<file path="src/rtl/msi_irq_scheduler.sv">
// msi_irq_scheduler: latches per-source interrupt events and issues them round-robin as MSI requests with holdoff, retry and timeout.
module msi_irq_scheduler #(
  parameter int SRC_COUNT      = 8,
  parameter int HOLDOFF_CYCLES = 256,
  parameter int RETRY_CYCLES   = 16,
  parameter int TIMEOUT_CYCLES = 4096
) (
  input  logic                 clk,
  input  logic                 reset,
  input  logic [SRC_COUNT-1:0] IRQ_IN,
  input  logic [SRC_COUNT-1:0] SRC_ENABLE,
  output logic                 MSI_REQ,
  output logic [4:0]           MSI_VECTOR,
  input  logic                 MSI_GRANT,
  input  logic                 MSI_FAIL,
  output logic [SRC_COUNT-1:0] PENDING,
  output logic                 BUSY,
  output logic                 TIMEOUT_ERR
);
  localparam int HW = $clog2(HOLDOFF_CYCLES + 1);
  localparam int RW = $clog2(RETRY_CYCLES + 1);
  localparam int TW = $clog2(TIMEOUT_CYCLES);
  typedef enum logic [1:0] {IDLE, REQ, RETRY, GAP} state_t;
  state_t state, state_nx;
  logic [SRC_COUNT-1:0]   eligible, gsel;
  logic [2*SRC_COUNT-1:0] rot;
  logic [HW-1:0]          hold [SRC_COUNT];
  logic [4:0]             ptr, off, win;
  logic [5:0]             sum;
  logic [TW-1:0]          tcnt;
  logic [RW-1:0]          rcnt;
  logic                   found, grant, fail, tmo;
  // GRANT beats FAIL, and either beats the timeout in the same cycle
  assign grant = (state == REQ) && MSI_GRANT;
  assign fail  = (state == REQ) && !MSI_GRANT && MSI_FAIL;
  assign tmo   = (state == REQ) && !MSI_GRANT && !MSI_FAIL && (tcnt == TW'(TIMEOUT_CYCLES - 1));
  assign gsel  = grant ? (SRC_COUNT'(1) << MSI_VECTOR) : '0;
  for (genvar i = 0; i < SRC_COUNT; i++) begin : g_src
    assign eligible[i] = PENDING[i] & SRC_ENABLE[i] & (hold[i] == '0);
    always_ff @(posedge clk) begin
      if (reset) begin
        PENDING[i] <= 1'b0;
        hold[i]    <= '0;
      end else begin
        PENDING[i] <= (PENDING[i] & ~gsel[i]) | (IRQ_IN[i] & SRC_ENABLE[i]);
        hold[i]    <= gsel[i] ? HW'(HOLDOFF_CYCLES) : (hold[i] != '0 ? hold[i] - HW'(1) : hold[i]);
      end
    end
  end
  // rotate so the search starts at ptr; lowest set bit of the rotated view wins
  always_comb begin
    rot = {eligible, eligible} >> ptr;
    off = '0;
    for (int k = SRC_COUNT - 1; k >= 0; k--)
      if (rot[k]) off = 5'(k);
    sum   = {1'b0, ptr} + {1'b0, off};
    win   = (sum >= 6'(SRC_COUNT)) ? 5'(sum - 6'(SRC_COUNT)) : sum[4:0];
    found = |eligible;
  end
  always_ff @(posedge clk) begin
    if (reset) state <= IDLE;
    else       state <= state_nx;
  end
  always_comb begin
    state_nx = state;
    unique case (state)
      IDLE:    state_nx = found ? REQ : IDLE;
      REQ:     state_nx = grant ? GAP : ((fail || tmo) ? RETRY : REQ);
      RETRY:   state_nx = (rcnt <= RW'(1)) ? IDLE : RETRY;
      default: state_nx = IDLE;
    endcase
  end
  always_comb begin
    MSI_REQ = (state == REQ);
    BUSY    = (state != IDLE);
  end
  always_ff @(posedge clk) begin
    if (reset) begin
      ptr         <= '0;
      MSI_VECTOR  <= '0;
      tcnt        <= '0;
      rcnt        <= '0;
      TIMEOUT_ERR <= 1'b0;
    end else begin
      TIMEOUT_ERR <= tmo;
      tcnt        <= (state == REQ) ? tcnt + TW'(1) : '0;
      rcnt        <= (fail || tmo) ? RW'(RETRY_CYCLES) : ((state == RETRY) ? rcnt - RW'(1) : rcnt);
      if (state == IDLE && found) MSI_VECTOR <= win;
      if (grant) ptr <= (MSI_VECTOR == 5'(SRC_COUNT - 1)) ? '0 : MSI_VECTOR + 5'd1;
    end
  end
endmodule

</file>
<file path="config.mk">
export PLATFORM = sky130hd
export DESIGN_NAME = msi_irq_scheduler
export DESIGN_NICKNAME = d
export VERILOG_FILES = /design/src/rtl/msi_irq_scheduler.sv
export SDC_FILE = /design/constraint.sdc
export NUM_CORES = 1
export LEC_CHECK = 0
export CAP_MARGIN = 10
export CORE_MARGIN = 4
export CORE_UTILIZATION = 30
export CTS_CLUSTER_DIAMETER = 150
export DETAILED_ROUTE_END_ITERATION = 12
export GPL_TIMING_DRIVEN = 0
export PLACE_DENSITY = 0.52
export SETUP_SLACK_MARGIN = 0.4
export SLEW_MARGIN = 20
export SYNTH_ARGS = -nofsm -noshare
export SYNTH_HDL_FRONTEND = slang
export SYNTH_SLANG_ARGS = --single-unit
</file>
<file path="constraint.sdc">
create_clock -name clk -period 3.4 [get_ports clk]
set_clock_uncertainty 0.2 [all_clocks]
set_input_delay 0.34 -clock clk [delete_from_list [all_inputs] [get_ports clk]]
set_output_delay 0.34 -clock clk [all_outputs]
set_load 0.01 [all_outputs]
</file>
# == Word-level counts from Yosys, hierarchy flattened ==
# Memory sizes are Yosys's and may differ from the RTL's.
# Cells that the tools add are included.
# totals
register_bits,38
latchBits,0
ram_bits,72
romBits,0
input_bits,20
out_inout_bits,16
word_cells,170
mem_count,1
# memory_table
memory,depth,word_bits,read_ports,rd_ports_with_merged_regs,wr,line,rtl
hold,8,9,8,0,8,27,logic [HW-1:0] hold [SRC_COUNT];
# op_classes
add_sub_neg,13
n_mul,0
div_mod_pow,0
order_cmp,2
eq_ne,4
shifts,2
mux,45
bitwise_logic,57
reduce_logical,31
# ops
op,count
9-bit two-way mux,24
9-bit zero test,8
9-bit nonzero test,8
"9-bit by 1-bit subtractor with 9-bit output, second input constant",8
5-bit two-way mux,11
1-bit bitwise AND,32
1-bit OR,16
16-bit by 5-bit >> shifter with 8-bit output,1
"12-bit by 1-bit adder with 12-bit output, second input constant",1
"12-bit == test, second input constant",1
1-bit NOT,9
8-bit two-way mux,1
8-bit OR reduction,1
"1-bit by 5-bit << shifter with 8-bit output, first input constant",1
5-bit by 5-bit adder with 6-bit output,1
"6-bit by 4-bit >= comparator with 1-bit output, second input constant",1
1-bit logical AND,6
2-bit two-way mux,3
2-bit case mux with 3 select lines,1
"5-bit by 1-bit adder with 5-bit output, second input constant",1
"5-bit by 3-bit == test with 1-bit output, second input constant",1
"5-bit by 1-bit less-or-equal comparator with 1-bit output, second input constant",1
"5-bit by 1-bit subtractor with 5-bit output, second input constant",1
"5-bit by 4-bit subtractor with 5-bit output, second input constant",1
other kinds (9),15

# == Depth between registers and ports, before layout ==
# Gate-level depths: netlist (run 1).
# An unclocked memory read counts as a cell.
# depth
word_depth,15
ltp_mapped,16
mapped_depth_nobuf,16

# == Worst setup path before layout (run 1) ==
# OpenSTA, ideal clock, no wires.
# synth_timing
path_kind,reg-to-reg
start,memory hold[0][9] (netlist name)
end,register MSI_VECTOR[4]
arrival_ps,3174
required_time_ps,3053
path_slack_ps,-120
path_stages_with_launch,16
path_buffers,0
synth_period_minus_slack_ps,3520
cell_sequence,dfxtp_1 > inv_1 > ha_1 > nor4b_1 > nand2_1 > o32a_1 > mux4_2 > a21boi_1 > o31a_1 > a31oi_1 > ha_1 > fa_1 > a21oi_1 > xnor2_1 > a311oi_1 > a211oi_1
# synth_rtl
element,line,rtl
"start, declared",27,
"end signal, assigned",88,if (state == IDLE && found) MSI_VECTOR <= win;
"end, declared",13,"output logic [4:0] MSI_VECTOR,"

==> run_results.csv, run 1 <==
group,metric,value,unit
floorplanning,fp.dieW,145,µm
clock_network,postCtsHoldBufs,0,
pwr,max-vdd-ir-drop,309,µV
clock_network,cts_tree,"built",
global_route,track_usage,12.9,%
cells_and_area,area_growth,24.2,%
place,portBuffers,35,
synth,yosys_warnings,0,
drt,drt-initial-drc-count,300,
sta,timing.final.hold_violations,0,
floorplanning,coreArea,18200,µm²
clock_network,cts_root_buf,"clkbuf_16",
run,max_cap_violations,0,
floorplanning,die_h,145,µm
sta,relSlewSlack,44.0,%
sta,slew_viol_final,0,
drt,drtAntennaViolNets,0,
synth,netlist_instances,652,
floorplanning,dieArea,21100,µm²
clock_network,htreeDepth,3,
sta,worst_pin_slew,836,ps
clock_network,max-clock-path-buffers,2,
drt,routed_wl,13.8,mm
synth,yosysMostFrequentCell,"nor2_1",
drt,avgRoutedWirePerCell,14.4,µm
worst_setup_path,cp.required,3410,ps
sta,rsz0062_at_grt,"yes",
synth,synth.avg_cell_area,8.65,µm²
synth,syn_area,5640,µm²
place,dpl.hpwl,10.1,mm
global_route,antenna_found_initial,0,
worst_setup_path,startpoint_type,"flip-flop",
synth,synthTopCellsByCount,"nor2_1 (111), dfxtp_1 (110), xnor2_1 (46), nand3_1 (40), nand2_1 (36)",
drt,drcViolationCount,0,
synth,syn-num-nets,696,
clock_network,clock_latency,360,ps
synth,synth_top_flop_cell,"dfxtp_1",
sta,setup_violations,4,
clock_network,numClockSinks,110,
cells_and_area,layout-drive-gt1-share,14.7,%
synth,synth_top_cells_by_area,"dfxtp_1 (39%), nor2_1 (7.4%), xnor2_1 (7.1%), ha_1 (5.1%), xor2_1 (3.6%)",
drt,num_vias,4835,
place,place_congestion,0.923,
sta,period_share,110,%
global_route,grt.overflow.total,0,
floorplanning,ioPinCount,36,
floorplanning,rows,49,
sta,min_period,3730,ps
run_status,violations,"setup timing",
sta,worst_slack,-332,ps
synth,seq_area_frac_synth,39.0,%
sta,fmax,268,MHz
cells_and_area,fill_cells,1828,
floorplanning,start_util,31.0,%
clock_network,cts_buffers,9,
clock_network,clkTransAtPathRegs,90,ps
synth,async_reset_ff_share,0,%
sta,whs,244,ps
worst_setup_path,critPathMaxFanout,3,
pwr,leakage,2.60,nW
drt,post_drt_via_cell_ratio,5.05,
synth,synth_area_leader_cell,"dfxtp_1",
global_route,first_global_vias,4731,
min_path,min_path_type,"reg -> reg",
cells_and_area,layout.nets,768,
synth,ys_types,59,
pwr,p_per_area,830,nW/µm²
drt,first_pass_iters,5,
sta,tns,-957,ps
worst_setup_path,end_kind,"flip-flop",
run_status,status,"finished, violations left",
global_route,grt_max_degree,23,
worst_setup_path,crit_arrival,3740,ps
synth,synth_top_area_share,39.0,%
pwr,power,5.82,mW
synth,synth-seq-cells,110,
cells_and_area,num_antenna_cells,0,
global_route,grt_pass1_wl,22.9,mm
synth,synth_edf_count,0,
worst_setup_path,worstSetupPathType,"reg -> reg",
==> sequential cells by signal (all words and copies together) (netlist names) <==
| name | flops |
|---|---|
| hold | 72 |
| tcnt | 12 |
| PENDING | 8 |
| MSI_VECTOR | 5 |
| ptr | 5 |
| rcnt | 5 |
| state | 2 |
| TIMEOUT_ERR | 1 |
==> cell families after synthesis <==
| logic type | Yosys count | synth area share, % |
|---|---|---|
| buffers and inverters | 51 | 3.39 |
| AND/OR/NAND/NOR | 286 | 26.2 |
| XOR/XNOR | 69 | 10.7 |
| adder cells (fa/ha/maj) | 24 | 5.46 |
| AO/OA/AOI/OAI | 94 | 11.6 |
| multiplexers | 18 | 3.53 |
| flip-flops | 110 | 39.0 |
==> routing by layer <==
layer | GRT usage, % | wire (µm) | vias to the layer above | part of all wire (%)
li1 | - | - | 2431 | -
met5 | 0 | 0 | - | 0
met1 | 17.1 | 6520 | 2301 | 47
met3 | 3.31 | 669 | 13 | 4.9
met2 | 21.1 | 6340 | 90 | 46
met4 | 3.42 | 222 | 0 | 1.6
==> layout by cell type, fill, tap and decap left out, drive strengths merged, types with 6 or more instances in the layout <==
cell / synthesis / final
nor2: 111 / 111
dfxtp: 110 / 110
xnor2: 46 / 46
nand3: 41 / 41
nand2: 37 / 37
clkdlybuf4s50: 0 / 35
clkbuf: 25 / 33
inv: 24 / 29
buf: 1 / 28
xor2: 23 / 23
ha: 23 / 23
a21oi: 19 / 19
nor4: 18 / 18
nand2b: 17 / 17
nor3: 15 / 15
a211oi: 13 / 13
mux2i: 12 / 12
a22oi: 11 / 11
o22ai: 8 / 8
o21ai: 8 / 8
or3: 7 / 7
nand4: 6 / 6
a31oi: 6 / 6
nor2b: 6 / 6
==> layout make-up <==
| cell class | count | area (µm²) | share of cell area [%] |
|---|---|---|---|
| multi-input cells | 491 | 3450 | 49.3 |
| well taps | 229 | 287 | 4.09 |
| clock inverters | 7 | 81.3 | 1.16 |
| inverters | 25 | 93.8 | 1.34 |
| flip-flops and latches | 110 | 2210 | 31.6 |
| clock buffers | 9 | 225 | 3.21 |
| plain buffers | 26 | 110 | 1.57 |
| repair buffers | 61 | 546 | 7.79 |
==> power by group <==
group	switching, mW	leakage, nW	total, mW	internal (mW)
registers	0.384	0.906	2.03	1.65
logic	1.37	1.54	2.71	1.34
clock network	0.547	0.150	1.08	0.529
==> worst paths after layout <==
kind	from	end	slack, ps	cells past startpoint
max reg2reg	hold[0][18]	MSI_VECTOR[4]	-330	15
min reg2reg	tcnt[0]	tcnt[0]	240	1
max	hold[0][18]	MSI_VECTOR[4]	-330	15
min	tcnt[0]	tcnt[0]	240	1
==> worst max-delay path, cell delays in order, from the launching register on <==
cell and delay, ps:
dfxtp_2 330, inv_2 60, ha_2 160, nor4b_4 260, nand4_1 260, mux2_4 340
o22a_1 210, o22ai_2 150, or3b_1 360, a31oi_1 200, ha_2 230, fa_2 220
a21oi_2 70, xnor2_1 130, a311oi_1 310, a211oi_1 80
==> repair_timing <==
| item | CTS | global route |
|---|---|---|
| pin swaps | 17 | 13 |
| setup endpoints to repair | 5 | 5 |
| resized for setup | 32 | 12 |
| buffers inserted | 18 | 8 |
==> stage by stage <==
| stage | util (%) | std cells | instance area, µm² | setup WS, ps |
|---|---|---|---|---|
| 2_1_floorplan | - | 652 | 5710 | 32.4 |
| 3_3_place_gp | 34.8 | 916 | 6340 | -589 |
| 3_5_place_dp | 34.8 | 916 | 6340 | -545 |
| 4_1_cts | 38.0 | 950 | 6910 | -271 |
| 5_1_grt | 38.5 | 958 | 7010 | -463 |
| 6_report | 38.5 | 958 | 7010 | -332 |
Note: power is estimated with default switching activity, not from simulation.
==> run 2, diff against run 1 <==
==> constraint.sdc (replaced) <==
create_clock -name clk -period 3.4 [get_ports clk]
set_clock_uncertainty 0.2 [all_clocks]
set_input_delay 0.85 -clock clk [delete_from_list [all_inputs] [get_ports clk]]
set_output_delay 0.85 -clock clk [all_outputs]
set_load 0.01 [all_outputs]
==> run 2 against run 1 <==
  * The flow still finishes with violations (setup timing)
  * Die area unchanged
  * Sequential share of layout area is 0.40 points higher
  * Cell area shrank 1.5%
  * Fmax hardly changed
  * Sequential power about the same
  * Worst setup slack lost 2.3 ps
  * Hold slack improved by 17 ps
  * Global-route usage about the same
  * Count of clock-buffer cells in the layout increased by 1
  * Register-to-register slack about the same
  * Critical endpoint unchanged
  * Largest power group unchanged
==> run_results.csv, run 2 (synthesis gave the netlist of run 1 again) <==
group,metric,value,unit
run_status,status,"finished, violations left",
run_status,violations,"setup timing",
cells_and_area,final_cells,950,
floorplanning,dieArea,21100,µm²
cells_and_area,layout.nets,760,
cells_and_area,layout_commonest_cell,"nor2_1",
cells_and_area,registers.top_by_ff_count,"hold",
worst_setup_path,crit_chain,"dlygate4sd2_1, nand2_4, nand4b_1, o22a_1, mux4_2, a21boi_2, o31a_1, a31oi_2, ha_2, fa_2, a21oi_4, xnor2_1, a311oi_1, a211oi_1",
floorplanning,ioPinCount,36,
sta,timing.final.hold_violations,0,
sta,tns,-1080,ps
drt,post_drt_via_cell_ratio,5.03,
sta,relSlewSlack,36.2,%
clock_network,cts_root_buf,"clkbuf_16",
drt,drt-initial-drc-count,225,
sta,worst_pin_slew,951,ps
min_path,hp-start,"tcnt[0]",
pwr,p_per_area,815,nW/µm²
place,dpl.hpwl,10.2,mm
floorplanning,fp.dieW,145,µm
worst_setup_path,worst_r2r_path_depth,14,
worst_setup_path,crit_arrival,3740,ps
worst_setup_path,crit_slowest_cell,"mux4_2",
sta,fmax,268,MHz
sta,setup_violations,4,
floorplanning,coreArea,18200,µm²
clock_network,htreeDepth,3,
clock_network,numClockSinks,110,
clock_network,cts_tree,"built",
global_route,antenna_found_initial,0,
place,place_congestion,0.872,
cells_and_area,largest_reg_flops,72,
clock_network,clkTransAtPathRegs,80,ps
global_route,grt_max_degree,19,
drt,num_vias,4778,
global_route,first_global_vias,4672,
sta,whs,261,ps
drt,routed_wl,13.6,mm
sta,rsz0062_at_grt,"yes",
min_path,hold_path_depth,1,
run,max_cap_violations,0,
place,portBuffers,35,
sta,min_period,3730,ps
cells_and_area,final_cell_mix,"nor2_1 (111), dfxtp_1 (108), xnor2_1 (46)",
drt,drtAntennaViolNets,0,
pwr,power_frac_comb,46.3,%
pwr,max-vdd-ir-drop,339,µV
sta,worst_slack,-334,ps
pwr,switchingPower,2.21,mW
pwr,power,5.63,mW
pwr,clockPowerShare,18.0,%
pwr,seqPwrFrac,35.7,%
clock_network,cts_buffers,9,
worst_setup_path,startpoint_type,"input port",
min_path,min_path_type,"reg -> reg",
pwr,swShare,39.3,%
worst_setup_path,timing.rr.start,"hold[1][13]",
cells_and_area,num_antenna_cells,0,
worst_setup_path,cp.required,3410,ps
worst_setup_path,max_stage_delay,450,ps
pwr,leakage,2.57,nW
worst_setup_path,critPathMaxFanout,4,
floorplanning,start_util,31.0,%
clock_network,clock_latency,360,ps
worst_setup_path,end_kind,"flip-flop",
pwr,p_int,3.42,mW
drt,first_pass_iters,4,
cells_and_area,fill_cells,1799,
drt,drcViolationCount,0,
floorplanning,die_h,145,µm
global_route,track_usage,12.9,%
cells_and_area,layout-drive-gt1-share,12.9,%
global_route,grt.overflow.total,0,
sta,slew_viol_final,0,
floorplanning,rows,49,
cells_and_area,finalCoreUtilization,37.9,%
place,dp.cells,916,
cells_and_area,largestRegisters,"hold (72), tcnt (12), PENDING (8)",
global_route,grt_pass1_wl,22.5,mm
cells_and_area,area_growth,22.3,%
drt,avgRoutedWirePerCell,14.3,µm
clock_network,max-clock-path-buffers,2,
sta,period_share,110,%
worst_setup_path,worstSetupPathType,"in -> reg",
worst_setup_path,crit_start,"SRC_ENABLE[0]",
==> run 2: cell count changes in the layout (fill, tap and decap cells not counted), sizes merged <==
cell	previous run	this run
inv	29	25
clkinvlp	0	3
clkbuf	33	34
buf	28	20
dlygate4sd2	0	8
clkdlybuf4s50	35	27
==> run 2: worst paths after layout <==
kind	to	slack [ps]
worst max-delay path	MSI_VECTOR[4]	-330
worst min-delay path	tcnt[0]	260
worst max register to register	MSI_VECTOR[4]	-330
worst min register to register	tcnt[0]	260
==> run 2: power groups by stage <==
stage | Combinational (mW) | Sequential, mW | Clock (mW)
2_1_floorplan | 1.92 | 1.94 | 0
3_3_place_gp | 2.33 | 1.98 | 0
3_5_place_dp | 2.40 | 2.00 | 0
4_1_cts | 2.56 | 2.00 | 1.06
5_1_grt | 2.93 | 2.06 | 1.10
6_report | 2.61 | 2.01 | 1.01
==> run 2: layout make-up <==
type / count / area [µm²] / share of cell area [%]
Sequential cell: 110 / 2200 / 31.9
Clock buffer: 10 / 239 / 3.46
Tap cell: 229 / 287 / 4.15
Buffer: 26 / 108 / 1.56
Timing Repair Buffer: 53 / 479 / 6.94
Multi-Input combinational cell: 491 / 3440 / 49.9
Clock inverter: 6 / 45.0 / 0.653
Inverter: 25 / 93.8 / 1.36
==> run 2: per-stage QoR <==
| step | worst slack [ps] | instance area, µm² |
|---|---|---|
| floorplan | -69.0 | 5670 |
| global placement | -970 | 6300 |
| detailed placement | -965 | 6300 |
| CTS | -344 | 6800 |
| global route | -457 | 6900 |
| finish | -334 | 6900 |
==> run 2: routing by layer <==
metal | up-vias | track usage (%) | share of wire, %
met5 | - | 0 | 0
met4 | 0 | 3.37 | 1.4
met3 | 17 | 3.84 | 6.2
met2 | 91 | 20.8 | 45
met1 | 2263 | 16.9 | 48
li1 | 2407 | - | -
==> run 2: critical path, delay by kind of cell <==
kind                     cells  cell delay (ps)
AO/OA/AOI/OAI                7             1250
XOR/XNOR                     1              130
adder cells (fa/ha/maj)      2              450
buffers and inverters        1              260
multiplexers                 1              450
AND/OR/NAND/NOR              2              350
==> run 2: repair_timing <==
| item | in CTS | in global routing |
|---|---|---|
| pin swaps | 13 | 16 |
| endpoints found under the setup margin | 11 | 11 |
| hold buffers | 0 | 0 |
| gates resized for setup | 36 | 19 |
| setup buffers | 13 | 5 |
